### config.mk
export PLATFORM = sky130hd
export DESIGN_NAME = sump_cmd_decoder
export DESIGN_NICKNAME = d
export VERILOG_FILES = /design/src/rtl/sump_cmd_decoder.sv
export SDC_FILE = /design/constraint.sdc
export NUM_CORES = 1
export LEC_CHECK = 0
export CAP_MARGIN = 20
export CELL_PAD_IN_SITES_DETAIL_PLACEMENT = 1
export CELL_PAD_IN_SITES_GLOBAL_PLACEMENT = 1
export CORE_UTILIZATION = 43
export CTS_BUF_LIST = sky130_fd_sc_hd__clkbuf_8
export DETAILED_ROUTE_END_ITERATION = 10
export GPL_ROUTABILITY_DRIVEN = 0
export GPL_TIMING_DRIVEN = 0
export PLACE_DENSITY_LB_ADDON = 0.1
export SYNTH_ARGS = -nofsm -noshare
export SYNTH_HDL_FRONTEND = slang
export SYNTH_SLANG_ARGS = --single-unit
### constraint.sdc
create_clock -name clk_i -period 4.46 [get_ports clk_i]
set_clock_uncertainty 0.15 [all_clocks]
set_input_delay 0.892 -clock clk_i [delete_from_list [all_inputs] [get_ports clk_i]]
set_output_delay 0.892 -clock clk_i [all_outputs]
set_load 0.02 [all_outputs]
### src/rtl/sump_cmd_decoder.sv
// SUMP command decoder: turns received commands into trigger/sampler configuration,
// control pulses and multi-byte replies. Define CMD_METADATA_EN to add the 0x04 metadata reply.
module sump_cmd_decoder #(
   parameter int unsigned WORD_BITS = 8,
   parameter int unsigned CMD_WORDS = 5,
   parameter int unsigned STAGES    = 4,
   parameter logic [31:0] MEM_DEPTH = 32'd4096
) (
   input  logic                           clk_i,
   input  logic                           rst_in,
   input  logic [CMD_WORDS*WORD_BITS-1:0] cmd_i,
   input  logic                           stb_i,
   output logic [STAGES*32-1:0]           trg_mask_o,
   output logic [STAGES*32-1:0]           trg_val_o,
   output logic [STAGES*32-1:0]           trg_cfg_o,
   output logic [23:0]                    div_o,
   output logic [15:0]                    read_cnt_o,
   output logic [15:0]                    delay_cnt_o,
   output logic [7:0]                     flags_o,
   output logic                           arm_o,
   output logic                           sw_rst_o,
   output logic [WORD_BITS-1:0]           tx_data_o,
   output logic                           tx_stb_o,
   input  logic                           tx_ack_i
);

   if (WORD_BITS != 8 || CMD_WORDS != 5 || STAGES < 1 || STAGES > 4 || MEM_DEPTH == 32'd0) begin : g_param_check
      $error("sump_cmd_decoder: unsupported parameter set");
   end

   typedef enum logic {ST_IDLE, ST_SEND} state_e;

   logic [7:0]  op;
   logic [31:0] arg;
   assign op  = cmd_i[7:0];
   assign arg = cmd_i[39:8];

   logic [STAGES*32-1:0] mask_q, val_q, cfg_q;
   logic [23:0]          div_q;
   logic [15:0]          read_cnt_q, delay_cnt_q;
   logic [7:0]           flags_q;
   logic                 arm_q, sw_rst_q;

   always_ff @(posedge clk_i or negedge rst_in) begin
      if (!rst_in) begin
         mask_q      <= '0;
         val_q       <= '0;
         cfg_q       <= '0;
         div_q       <= '0;
         read_cnt_q  <= '0;
         delay_cnt_q <= '0;
         flags_q     <= '0;
         arm_q       <= 1'b0;
         sw_rst_q    <= 1'b0;
      end else begin
         arm_q    <= stb_i && (op == 8'h01);
         sw_rst_q <= stb_i && (op == 8'h00);
         if (stb_i) begin
            // 0xC0..0xCE: stage in op[3:2], register kind in op[1:0]; kind 3 is undefined
            if (op[7:4] == 4'hC && op[1:0] != 2'b11) begin
               for (int unsigned s = 0; s < STAGES; s++) begin
                  if (op[3:2] == 2'(s)) begin
                     case (op[1:0])
                        2'b00:   mask_q[32*s +: 32] <= arg;
                        2'b01:   val_q[32*s +: 32]  <= arg;
                        default: cfg_q[32*s +: 32]  <= arg;
                     endcase
                  end
               end
            end
            case (op)
               8'h80: div_q <= arg[23:0];
               8'h81: begin
                  read_cnt_q  <= arg[15:0];
                  delay_cnt_q <= arg[31:16];
               end
               8'h82: flags_q <= arg[7:0];
               default: ;
            endcase
         end
      end
   end

   state_e               state_q, state_d;
   logic [3:0]           idx_q, idx_d, rom_idx, last_idx;
   logic [WORD_BITS-1:0] data_q, data_d;
   logic [7:0]           rom_byte;
   logic                 start_id, abort;

   assign start_id = stb_i && (op == 8'h02);
   assign abort    = stb_i && (op == 8'h00);
   assign rom_idx  = (state_q == ST_IDLE) ? 4'd0 : idx_q + 4'd1;

`ifdef CMD_METADATA_EN
   logic meta_q, meta_d, rom_meta, start_meta;
   assign start_meta = stb_i && (op == 8'h04);
   assign rom_meta   = (state_q == ST_IDLE) ? start_meta : meta_q;
   assign last_idx   = meta_q ? 4'd12 : 4'd3;

   always_comb begin
      rom_byte = 8'h00;
      if (rom_meta) begin
         case (rom_idx)
            4'd0:    rom_byte = 8'h01;
            4'd1:    rom_byte = 8'h6C;
            4'd2:    rom_byte = 8'h6F;
            4'd3:    rom_byte = 8'h67;
            4'd4:    rom_byte = 8'h49;
            4'd5:    rom_byte = 8'h50;
            4'd7:    rom_byte = 8'h21;
            4'd8:    rom_byte = MEM_DEPTH[31:24];
            4'd9:    rom_byte = MEM_DEPTH[23:16];
            4'd10:   rom_byte = MEM_DEPTH[15:8];
            4'd11:   rom_byte = MEM_DEPTH[7:0];
            default: rom_byte = 8'h00;
         endcase
      end else begin
         case (rom_idx)
            4'd0:    rom_byte = 8'h31;
            4'd1:    rom_byte = 8'h41;
            4'd2:    rom_byte = 8'h4C;
            4'd3:    rom_byte = 8'h53;
            default: rom_byte = 8'h00;
         endcase
      end
   end
`else
   assign last_idx = 4'd3;

   always_comb begin
      case (rom_idx)
         4'd0:    rom_byte = 8'h31;
         4'd1:    rom_byte = 8'h41;
         4'd2:    rom_byte = 8'h4C;
         4'd3:    rom_byte = 8'h53;
         default: rom_byte = 8'h00;
      endcase
   end
`endif

   always_comb begin
      state_d = state_q;
      idx_d   = idx_q;
      data_d  = data_q;
`ifdef CMD_METADATA_EN
      meta_d  = meta_q;
`endif
      unique case (state_q)
         ST_IDLE: begin
            if (start_id) begin
               state_d = ST_SEND;
               idx_d   = 4'd0;
               data_d  = WORD_BITS'(rom_byte);
`ifdef CMD_METADATA_EN
               meta_d  = 1'b0;
            end else if (start_meta) begin
               state_d = ST_SEND;
               idx_d   = 4'd0;
               data_d  = WORD_BITS'(rom_byte);
               meta_d  = 1'b1;
`endif
            end
         end
         ST_SEND: begin
            // soft reset wins over a same-cycle ack; repeated reply requests are simply not looked at here
            if (abort) begin
               state_d = ST_IDLE;
            end else if (tx_ack_i) begin
               if (idx_q == last_idx) begin
                  state_d = ST_IDLE;
               end else begin
                  idx_d  = idx_q + 4'd1;
                  data_d = WORD_BITS'(rom_byte);
               end
            end
         end
      endcase
   end

   always_ff @(posedge clk_i or negedge rst_in) begin
      if (!rst_in) begin
         state_q <= ST_IDLE;
         idx_q   <= '0;
         data_q  <= '0;
`ifdef CMD_METADATA_EN
         meta_q  <= 1'b0;
`endif
      end else begin
         state_q <= state_d;
         idx_q   <= idx_d;
         data_q  <= data_d;
`ifdef CMD_METADATA_EN
         meta_q  <= meta_d;
`endif
      end
   end

   assign trg_mask_o  = mask_q;
   assign trg_val_o   = val_q;
   assign trg_cfg_o   = cfg_q;
   assign div_o       = div_q;
   assign read_cnt_o  = read_cnt_q;
   assign delay_cnt_o = delay_cnt_q;
   assign flags_o     = flags_q;
   assign arm_o       = arm_q;
   assign sw_rst_o    = sw_rst_q;
   assign tx_data_o   = data_q;
   assign tx_stb_o    = (state_q == ST_SEND);

endmodule

# ---- Yosys cells after proc, flatten, opt, wreduce, memory -nomap -nowiden
# Cells that the tools add are included.
dict set report totals {
  ff_bits 463
  input_bits 44
  out_inout_bits 459
  wordCells 85
}
dict set report op_classes {
  n_addsub 1
  eq_ne 19
  n_mux 17
  n_bitwise 2
  n_reduce_logical 25
}
# cell n
set ops {}
lappend ops {{AND reduction 4 bit} 13}
lappend ops {{two-way mux 8 bit} 4}
lappend ops {{case mux 7 bit (4 select lines)} 1}
lappend ops {{equality test 8 bit, second input constant} 3}
lappend ops {{two-way mux 4 bit} 5}
lappend ops {{case mux 8 bit (2 select lines)} 1}
lappend ops {{equality test 4 x 2 -> 1 bit, second input constant} 3}
lappend ops {{!= test 2 bit, second input constant} 5}
lappend ops {{equality test 8 x 1 -> 1 bit, second input constant} 1}
lappend ops {{equality test 8 x 2 -> 1 bit, second input constant} 1}
lappend ops {{logical NOT 8 bit} 1}
lappend ops {{case mux 4 bit (2 select lines)} 1}
lappend ops {{AND reduction 2 bit} 3}
lappend ops {{adder 4 x 1 -> 4 bit, second input constant} 1}
lappend ops {{equality test 2 x 1 -> 1 bit, second input constant} 2}
lappend ops {{equality test 2 bit, second input constant} 2}
lappend ops {{equality test 4 x 1 -> 1 bit, second input constant} 1}
lappend ops {{equality test 4 bit, second input constant} 1}
lappend ops {{logical AND 1 bit} 4}
lappend ops {{logical NOT 2 bit} 2}
lappend ops {{logical NOT 4 bit} 1}
lappend ops {{two-way mux 1 bit} 4}
lappend ops {{inverter 1 bit} 2}
lappend ops {{case mux 1 bit (2 select lines)} 1}
lappend ops {{OR reduction 2 bit} 1}

# ---- Longest topological paths before layout
# Gate-level depths: netlist of run 1.
dict set report depth {
  ltp_word 8
  mapped_depth 8
  ltp_nobuf 5
}

# ---- Worst setup path before layout of run 1
# No wires, ideal clock.
dict set report synth_timing {
  path_kind {input port to flip-flop}
  from {input cmd_i[1]}
  to {register mask_q[100], in the netlist trg_mask_o[100]}
  arrival_ns 2.375
  setup_slack_ns 1.810
  stages 8
  path_buffers 4
  path_cell_list {buf_2 > a21boi_2 > and3_1 > buf_2 > or3b_1 > buf_2 > buf_6 > mux2_4}
}
dict set report synth_between {
  elab_chain_len 3
  word_cells_on_any_way 4
}
# item line
set synth_rtl {}
lappend synth_rtl {{from (decl)} 11} ;# input logic [CMD_WORDS*WORD_BITS-1:0] cmd_i,
lappend synth_rtl {{!= test 2 bit} 60} ;# if (op[7:4] == 4'hC && op[1:0] != 2'b11) begin
lappend synth_rtl {{logical AND 1 bit} 60}
lappend synth_rtl {{AND reduction 4 bit (no line) *} -}
lappend synth_rtl {{to (signal, indexed assignment)} 64} ;# 2'b00: mask_q[32*s +: 32] <= arg;
lappend synth_rtl {{to (decl)} 38} ;# logic [STAGES*32-1:0] mask_q, val_q, cfg_q;
# Every way passes the cells marked *; elsewhere a longest branch is shown, timed or not.
# A chain may end at the register's enable or synchronous reset.

# ---- Worst setup path in the final report of run 1
dict set report layout_timing {
  from {input cmd_i[6]}
  to {register cfg_q[14], in the netlist trg_cfg_o[14]}
}
dict set report layout_between {
  elab_chain_len 3
}
# item line
set layout_rtl {}
lappend layout_rtl {{equality test 4 bit} 60}
lappend layout_rtl {{logical AND 1 bit} 60}
lappend layout_rtl {{AND reduction 4 bit (no line)} -}
lappend layout_rtl {{to (signal, indexed assignment)} 66} ;# default: cfg_q[32*s +: 32] <= arg;
lappend layout_rtl {{to (decl)} 38}
# Every way passes these cells.

==> results of run 1 <==
[logic make-up (layout without fill, tap and decap cells)]
logic type | Yosys count | count (layout) | share of synthesized area, %
XOR/XNOR | 1 | 1 | 0.0497
AND/OR/NAND/NOR | 47 | 47 | 1.62
other | 1 | 1 | 0.0213
buffers and inverters | 94 | 737 | 2.45
adder cells (fa/ha/maj) | 1 | 1 | 0.0709
multiplexers | 456 | 456 | 29.7
AO/OA/AOI/OAI | 14 | 14 | 0.681
flip-flops | 461 | 461 | 65.4
[layer usage]
| layer | track usage, % | up-vias |
|---|---|---|
| met3 | 9.97 | 101 |
| met2 | 46.1 | 400 |
| li1 | - | 4954 |
| met4 | 11.8 | 0 |
| met5 | 0 | - |
| met1 | 31.9 | 6012 |
[cells in the final DEF, fill, tap and decap left out, types with 6 or more instances in the layout]
master	netlist	routed
clkdlybuf4s50_1	0	497
inv_1	10	35
clkbuf_1	39	39
mux2_4	30	30
nand2_1	6	6
nand3_1	6	6
nor2_1	6	6
dfrtp_1	461	461
mux2_2	406	406
clkbuf_8	0	105
buf_2	40	40
mux2_1	16	16
[layout make-up]
type | instances | area share, %
Buffer | 84 | 1.58
Clock inverter | 36 | 0.775
Multi-Input combinational cell | 520 | 22.7
Tap cell | 525 | 2.62
Clock buffer | 105 | 5.77
Sequential cell | 461 | 46.1
Timing Repair Buffer | 502 | 20.4
Inverter | 10 | 0.150
[flip-flops by register name, indices dropped and copies added, names as in the netlist]
signal,cells
arm_o,1
delay_cnt_o,16
div_o,24
flags_o,8
idx_q,4
read_cnt_o,16
sw_rst_o,1
trg_cfg_o,128
trg_mask_o,128
trg_val_o,128
tx_data_o,6
tx_stb_o,1
[worst register-to-register path, cell delays in order (launching register included)]
cell and delay (ns):
dfrtp_1 0.40, ha_1 0.19, inv_1 0.08, o41ai_1 0.83, and4b_1 0.32, mux2_1 0.12
[worst max path at each step]
stage	startpoint	end	slack (ns)
final	cmd_i[6]	trg_cfg_o[14]	1.24
after global placement	rst_in	trg_cfg_o[69]	-18.17
after floorplan	cmd_i[1]	trg_mask_o[100]	1.81
after CTS	cmd_i[6]	trg_cfg_o[14]	1.29
after detailed placement	cmd_i[6]	trg_cfg_o[17]	0.64
after global routing	cmd_i[6]	trg_cfg_o[12]	1.08
[per-stage QoR]
| step | utilization, % | setup TNS, ns |
|---|---|---|
| final | 62.4 | 0 |
| after floorplan | - | 0 |
| after global placement | 58.1 | -8345.90 |
| after CTS | 62.4 | 0 |
| after detailed placement | 58.4 | 0 |
| after global routing | 62.4 | 0 |
[power breakdown]
| part | internal (mW) | leakage [nW] | switching [mW] |
|---|---|---|---|
| Sequential | 4.43 | 6.34 | 0.150 |
| Clock | 2.17 | 0.942 | 1.74 |
| Combinational | 0.689 | 4.92 | 0.807 |
==> reports/metrics.yaml, run 1 <==
ir_drop_v: 0.000266
dieArea_um2: 41800
ios: 503
wl_per_cell_um: 25.2
dpl_worst_slack_ns: 0.640
grt_overflow: 0
min_path_type: "input port to asynchronous set/reset pin"
synth_fp_nets: 1120
synth-seq-cells: 461
grt_first_pass_wirelength_um: 84700
synth_top_flop_cell: "dfrtp_1"
clockRootBuffer: "clkbuf_8"
seq_area_frac_synth_pct: 65.4
avgViaCountPerCell: 5.11
seqCellArea_um2: 11500
yosysTopAreaCell: "dfrtp_1"
path_max_fanout: 10
clock_latency_ns: 0.62
path_buf_inv: 2
synth_top_area_share_pct: 65.4
cts_buffers: 80
antenna_found_initial: 0
ys_warn_count: 0
finalMaxSlewViolations: 0
r2r_setup_slack_ns: 2.31
drt-initial-drc-count: 331
post-route-drc-count: 0
period_needed_ns: 3.22
cp_cell_sequence: "clkdlybuf4s50_1 > a21boi_2 > nand3b_1 > nor3_1 > buf_2 > mux2_2"
htreeDepth: 3
startpoint_type: "input port"
ys_top_cells_by_area: "dfrtp_1 (65%), mux2_2 (26%), mux2_4 (2.6%), buf_2 (1.1%), mux2_1 (1.0%)"
crit-reg2reg-capture: "tx_data_o[1]"
grt_max_degree: 120
post_cts_buffers: 0
regToRegStartpoint: "idx_q[1]"
firstDrtPassIters: 4
highest_layer: "met4"
period_share_pct: 72.2
initial_core_util_pct: 44.0
ys_types: 44
multiInputGateArea_um2: 5670
reg2regPathDepth: 5
grt_pass1_vias: 12800
clk_pin_slew_ns: 0.06
drive_gt1_share_pct: 35.4
core_area_um2: 40100
ctsResizeCount: 0
synth_edf_count: 0
grtUsageTotal_pct: 27.6
power.density_nw_per_um2: 399
synth_area_per_cell_um2: 16.4
worstMarginPinSlew_ns: 0.975
crit_family: "buffers and inverters"
cts_sinks: 461
dpl-instance-area_um2: 23400
hpwl_um: 40100
crit_arrival_ns: 3.57
antenna_cells: 0
clock_path_buffers: 3
dp.cells: 2102
path_class: "input port to register"
n_fill_cell: 3729
maxSlewHeadroom_pct: 34.5
whs_ns: 0.0783
p_leak_nw: 12.2
synth_top_cells_by_count: "dfrtp_1 (461), mux2_2 (406), buf_2 (40)"
synthCells: 1075
crit_cells: 6
crit_required_ns: 4.81
fin_area_um2: 25000
area_growth_pct: 41.9
die_h_um: 205
fin_cells: 2243
cap_violations: 0
rsz0062_at_grt: "false"
critical_path.max_stage_delay_ns: 0.82
clock.fmax_mhz: 311
dr_wl_met3_um: 4770
dr_wl_met2_um: 28300
fp.dieW_um: 205
holdBufCountCts: 0
rows: 73
async_flop_share_pct: 100
vias: 11500
met1Wirelength_um: 21400
portBuffers: 498
finalSetupViolations: 0
end_kind: "register"
crit_slowest_cell: "nor3_1"
setup_ws_ns: 1.24
total_power_mw: 9.98
synth_most_common_cell: "dfrtp_1"
hold_viol: 0
ant_nets: 0
wirelength_um: 56600
cts_tree: "done"
status: "finished clean"
netlist_area_um2: 17600
fin_nets: 1704
Note: power is estimated with default switching activity, not from simulation.
==> inputs of run 2 (changes only) <==
Settings changed: CORE_UTILIZATION 43 to 40.
Clock period 4.46 ns to 3.33 ns, I/O delays scaled along.
==> reports/metrics.yaml, run 2 (synthesized netlist as in run 1, its figures left out) <==
status: "finished clean"
avgViaCountPerCell: 4.95  # -3.1%
grtUsageTotal_pct: 24.8  # -2.8 points
area_growth_pct: 41.5
rows: 76  # +4.1%
firstDrtPassIters: 5  # +1
crit-reg2reg-capture: "tx_data_o[1]"
reg2regPathDepth: 5  # unchanged
path_buf_inv: 2  # unchanged
mostFrequentLayoutCell: "clkdlybuf4s50_1"
clock_path_buffers: 3  # unchanged
finalMaxSlewViolations: 0  # unchanged
antenna_found_initial: 6  # +6
whs_path_depth: 1
dp.cells: 2161  # +2.8%
cts_tree: "done"
hold_end: "trg_cfg_o[30]"
ant_nets: 0  # unchanged
core_area_um2: 43300  # +7.9%
hold_viol: 0  # unchanged
critical_path.max_stage_delay_ns: 0.77  # -0.05 ns
power.density_nw_per_um2: 522  # +31%
use_met3_pct: 10.4  # +0.39 points
fin_nets: 1703  # -0.059%
grt_overflow: 0  # unchanged
period_share_pct: 89.9
n_fill_cell: 4134  # +11%
post-route-drc-count: 0  # unchanged
r2r_setup_slack_ns: 1.17  # -1.14 ns
regToRegStartpoint: "idx_q[1]"
post_cts_buffers: 0  # unchanged
met1_usage_pct: 30.0  # -1.9 points
cts_buffers: 79  # -1.3%
portBuffers: 498  # unchanged
drt-initial-drc-count: 485  # +47%
met2_usage_pct: 39.7  # -6.4 points
clk_pin_slew_ns: 0.06  # about the same
layout_common_cells: "clkdlybuf4s50_1 (497), dfrtp_1 (461), mux2_2 (406)"
grt_first_pass_wirelength_um: 81900  # -3.3%
crit_required_ns: 3.68  # -1.13 ns
cp_cell_sequence: "clkdlybuf4s50_1 > a21boi_2 > nand3b_1 > nor3_1 > buf_2 > mux2_1"
dieArea_um2: 44900  # +7.4%
multiInputGateArea_um2: 5670  # unchanged
ctsResizeCount: 0  # unchanged
p_leak_nw: 12.1  # -0.66%
fp.dieW_um: 212  # +3.6%
drive_gt1_share_pct: 35.0  # -0.47 points
maxSlewHeadroom_pct: 39.8  # +5.3 points
end_kind: "register"
cap_violations: 0  # unchanged
grt_max_degree: 122  # +1.7%
path_class: "input port to register"
cts_sinks: 461  # unchanged
ir_drop_v: 0.000335  # +26%
dpl-instance-area_um2: 23400  # +0.20%
crit_slowest_cell: "nor3_1"
die_h_um: 212  # +3.6%
seqCellArea_um2: 11500  # unchanged
path_max_fanout: 10  # unchanged
startpoint_type: "input port"
wirelength_um: 54900  # -3.1%
worstMarginPinSlew_ns: 0.896  # -0.0793 ns
hpwl_um: 39600  # -1.2%
holdBufCountCts: 1  # +1
fin_cells: 2293  # +2.2%
initial_core_util_pct: 40.8  # -3.2 points
period_needed_ns: 2.99
whs_ns: 0.333  # +0.255 ns
top_usage_layer: "met2"
fin_tns_setup_ns: 0  # unchanged
crit_family: "buffers and inverters"
clock.fmax_mhz: 334
vias: 11400  # -0.95%
clockRootBuffer: "clkbuf_8"
fin_area_um2: 25000  # -0.27%
grt_pass1_vias: 12400  # -2.9%
min_path_type: "register to register"
finalSetupViolations: 0  # unchanged
final_core_util_pct: 57.7  # -4.7 points
crit_arrival_ns: 3.34  # -0.23 ns
wl_per_cell_um: 23.9  # -5.2%
ios: 503  # unchanged
clock_latency_ns: 0.62  # about the same
htreeDepth: 3  # unchanged
hold_start: "trg_cfg_o[30]"
rsz0062_at_grt: "false"
-- run 2: cell types whose count changed in the layout (fill, tap and decap cells not counted) --
cell	change
diode_2	+1
clkbuf_8	-6
dlygate4sd3_1	+1
bufinv_16	-1
clkinv_2	-4
inv_8	-1
buf_16	-1
clkinv_8	+1
-- run 2: where the power goes --
part	switching, mW	leakage [nW]	internal, mW
clock network	2.26	0.870	2.66
registers	0.205	6.34	5.93
logic	1.07	4.91	0.920
total	3.53	12.1	9.51
-- run 2: layer usage --
metal / vias to the layer above / share of wire (%) / wire length (um)
met5: - / 0.12 / 67
met4: 10 / 3.3 / 1800
met3: 104 / 9.2 / 5040
met2: 378 / 48 / 26300
li1: 4931 / - / -
met1: 5935 / 39 / 21600
-- run 2: layout make-up --
class	count	share of cell area (%)
flip-flops and latches	461	46.2
inverters	10	0.150
clock inverters	31	0.596
multi-input cells	520	22.7
diodes	1	0.0100
well taps	585	2.93
repair buffers	502	20.4
clock buffers	99	5.46
plain buffers	84	1.58
-- run 2: worst max path at each step --
| stage | endpoint | slack [ns] | start | cells after the start |
|---|---|---|---|---|
| 2_1_floorplan | trg_mask_o[100] | 0.91 | cmd_i[1] | 8 |
| 3_3_place_gp | trg_cfg_o[41] | -19.34 | rst_in | 1 |
| 3_5_place_dp | trg_cfg_o[16] | -0.41 | cmd_i[0] | 6 |
| 4_1_cts | trg_cfg_o[18] | 0.27 | cmd_i[0] | 6 |
| 5_1_grt | trg_cfg_o[17] | 0.14 | cmd_i[0] | 6 |
| 6_report | trg_cfg_o[18] | 0.34 | cmd_i[0] | 6 |
-- run 2: worst reg2reg max path, delay by kind of cell (launching register included) --
kind	cells	cell delay, ns
AOI/OAI and AO/OA	1	0.83
adders and majority gates	1	0.19
buffers and inverters	1	0.09
DFF	1	0.40
muxes	1	0.13
and+or+nand+nor	1	0.32
-- run 2: per-stage QoR --
| stage | setup slack (ns) | power (mW) |
|---|---|---|
| 3_5_place_dp | -0.408 | 8.23 |
| 6_report | 0.335 | 13.0 |
| 3_3_place_gp | -19.34 | 8.18 |
| 5_1_grt | 0.135 | 13.6 |
| 4_1_cts | 0.270 | 13.2 |
| 2_1_floorplan | 0.906 | 7.15 |
==> inputs of run 3 (changes only) <==
Settings changed: SLEW_MARGIN set to 20.
==> reports/metrics.yaml, run 3 (synthesized netlist as in run 1, its figures left out) <==
fp.dieW_um: 212  # unchanged
hpwl_um: 40100  # +1.3%
wirelength_um: 55100  # +0.41%
swShare_pct: 27.5  # +0.37 points
crit_arrival_ns: 3.34  # about the same
die_h_um: 212  # unchanged
period_needed_ns: 2.98  # -0.0193 ns
grtUsageTotal_pct: 25.0  # +0.17 points
n_fill_cell: 4090  # -1.1%
dieArea_um2: 44900  # unchanged
portBuffers: 498  # unchanged
hold_viol: 0  # unchanged
seqCellArea_um2: 11500  # unchanged
rows: 76  # unchanged
rsz0062_at_grt: "false"
crit_slowest_cell: "nor3_1"
grt_first_pass_wirelength_um: 82200  # +0.38%
multiInputGateArea_um2: 5670  # unchanged
power.internal_mw: 9.58  # +0.68%
r2r_setup_slack_ns: 1.17  # about the same
regToRegStartpoint: "idx_q[1]"
period_share_pct: 89.4  # -0.58 points
crit_cells: 6  # unchanged
htreeDepth: 3  # unchanged
mostFrequentLayoutCell: "clkdlybuf4s50_1"
avgViaCountPerCell: 4.98  # +0.59%
path_class: "input port to register"
firstDrtPassIters: 4  # -1
fin_nets: 1705  # +0.12%
area_growth_pct: 42.2
endpoint: "trg_cfg_o[14]"
end_kind: "register"
min_path_type: "register to register"
initial_core_util_pct: 40.8  # unchanged
ios: 503  # unchanged
grt_max_degree: 88  # -28%
drive_gt1_share_pct: 35.1  # +0.085 points
startpoint_type: "input port"
path_max_fanout: 10  # unchanged
cts_buffers: 79  # unchanged
ir_drop_v: 0.000376  # +12%
vias: 11500  # +1.2%
worstMarginPinSlew_ns: 0.904  # +0.00879 ns
critical_path.max_stage_delay_ns: 0.77  # about the same
clock_latency_ns: 0.63  # about the same
clk_pin_slew_ns: 0.06  # about the same
p_sw_mw: 3.62  # +2.6%
antenna_found_initial: 5  # -1
grt_overflow: 0  # unchanged
wl_per_cell_um: 23.9  # -0.20%
crit_family: "buffers and inverters"
seqPwrFrac_pct: 46.5  # -0.6 points
ant_nets: 0  # unchanged
reg2regPathDepth: 5  # unchanged
clock.fmax_mhz: 336  # +0.65%
whs_ns: 0.333  # -0.000494 ns
p_leak_nw: 12.2  # +0.61%
crit_start: "cmd_i[0]"
cp_cell_sequence: "clkdlybuf4s50_1 > a21boi_2 > nand3b_1 > nor3_1 > buf_2 > mux2_2"
layout_common_cells: "clkdlybuf4s50_1 (497), dfrtp_1 (461), mux2_2 (406)"
post-route-drc-count: 0  # unchanged
maxSlewHeadroom_pct: 39.2  # -0.59 points
pwr-share-clk_pct: 38.4  # +0.7 points
cts_tree: "done"
post_cts_buffers: 0  # unchanged
finalSetupViolations: 0  # unchanged
grt_pass1_vias: 12400  # -0.016%
cts_sinks: 461  # unchanged
core_area_um2: 43300  # unchanged
final_core_util_pct: 58.0  # +0.27 points
holdBufCountCts: 1  # unchanged
clock_path_buffers: 3  # unchanged
finalMaxSlewViolations: 0  # unchanged
crit-reg2reg-capture: "tx_data_o[1]"
power.density_nw_per_um2: 526  # +0.73%
clockRootBuffer: "clkbuf_8"
cap_violations: 0  # unchanged
path_buf_inv: 2  # unchanged
dpl_worst_slack_ns: -0.377  # +0.0305 ns
status: "finished clean"
drt-initial-drc-count: 441  # -9.1%
ctsResizeCount: 0  # unchanged
crit_required_ns: 3.70  # +0.02 ns
setup_ws_ns: 0.354  # +0.0193 ns
p_comb_share_pct: 15.1  # about the same
fin_area_um2: 25100  # +0.46%
dpl-instance-area_um2: 23500  # +0.24%
-- run 3: cell types whose count changed in the layout (fill, tap and decap cells not counted), moves of 2 or more --
cell and delta:
clkinv_2 +2, clkinvlp_4 +2, buf_16 +2, clkbuf_8 -2, inv_1 +7
-- run 3: stage by stage --
stage	power [mW]	setup TNS [ns]	instances
floorplan	7.15	0	1075
global placement	8.18	-8890.68	2158
detailed placement	8.25	-17.32	2163
CTS	13.4	0	2305
global route	13.7	0	2306
finish	13.2	0	2307
-- run 3: power groups by stage --
stage	clock (mW)	combinational [mW]	sequential [mW]
floorplan	0	0.579	6.58
global placement	0	1.96	6.23
detailed placement	0	2.01	6.23
CTS	5.21	2.02	6.14
global route	5.43	2.13	6.18
finish	5.06	2.00	6.14
-- run 3: layout make-up --
| cell class | count | area share (%) |
|---|---|---|
| well taps | 585 | 2.92 |
| diodes | 2 | 0.0200 |
| plain buffers | 84 | 1.58 |
| inverters | 10 | 0.150 |
| clock buffers | 97 | 5.32 |
| flip-flops and latches | 461 | 46.0 |
| repair buffers | 504 | 20.5 |
| clock inverters | 44 | 0.933 |
| multi-input cells | 520 | 22.6 |
-- run 3: metal layers --
layer  GRT usage, %  vias to the layer above  part of all wire [%]
met5              0                        -                 0.087
met4           8.92                        8                   3.2
met3           10.5                      102                   9.3
met2           40.0                      373                    48
met1           30.1                     6045                    39
li1               -                     4967                     -
-- run 3: worst min-delay path by stage --
stage | start | endpoint | slack (ns) | depth (start not counted)
floorplan | rst_in | arm_o | 0.22 | 0
global placement | trg_cfg_o[26] | trg_cfg_o[26] | 0.32 | 1
detailed placement | trg_cfg_o[30] | trg_cfg_o[30] | 0.32 | 1
CTS | stb_i | tx_stb_o | 0.28 | 3
global route | stb_i | tx_stb_o | 0.33 | 3
finish | trg_cfg_o[30] | trg_cfg_o[30] | 0.33 | 1
-- run 3: worst reg2reg max path, stage by stage, from the launching register on --
cell and delay, ns:
dfrtp_1 0.40, ha_1 0.19, inv_1 0.09, o41ai_1 0.83
and4b_1 0.32, mux2_1 0.13
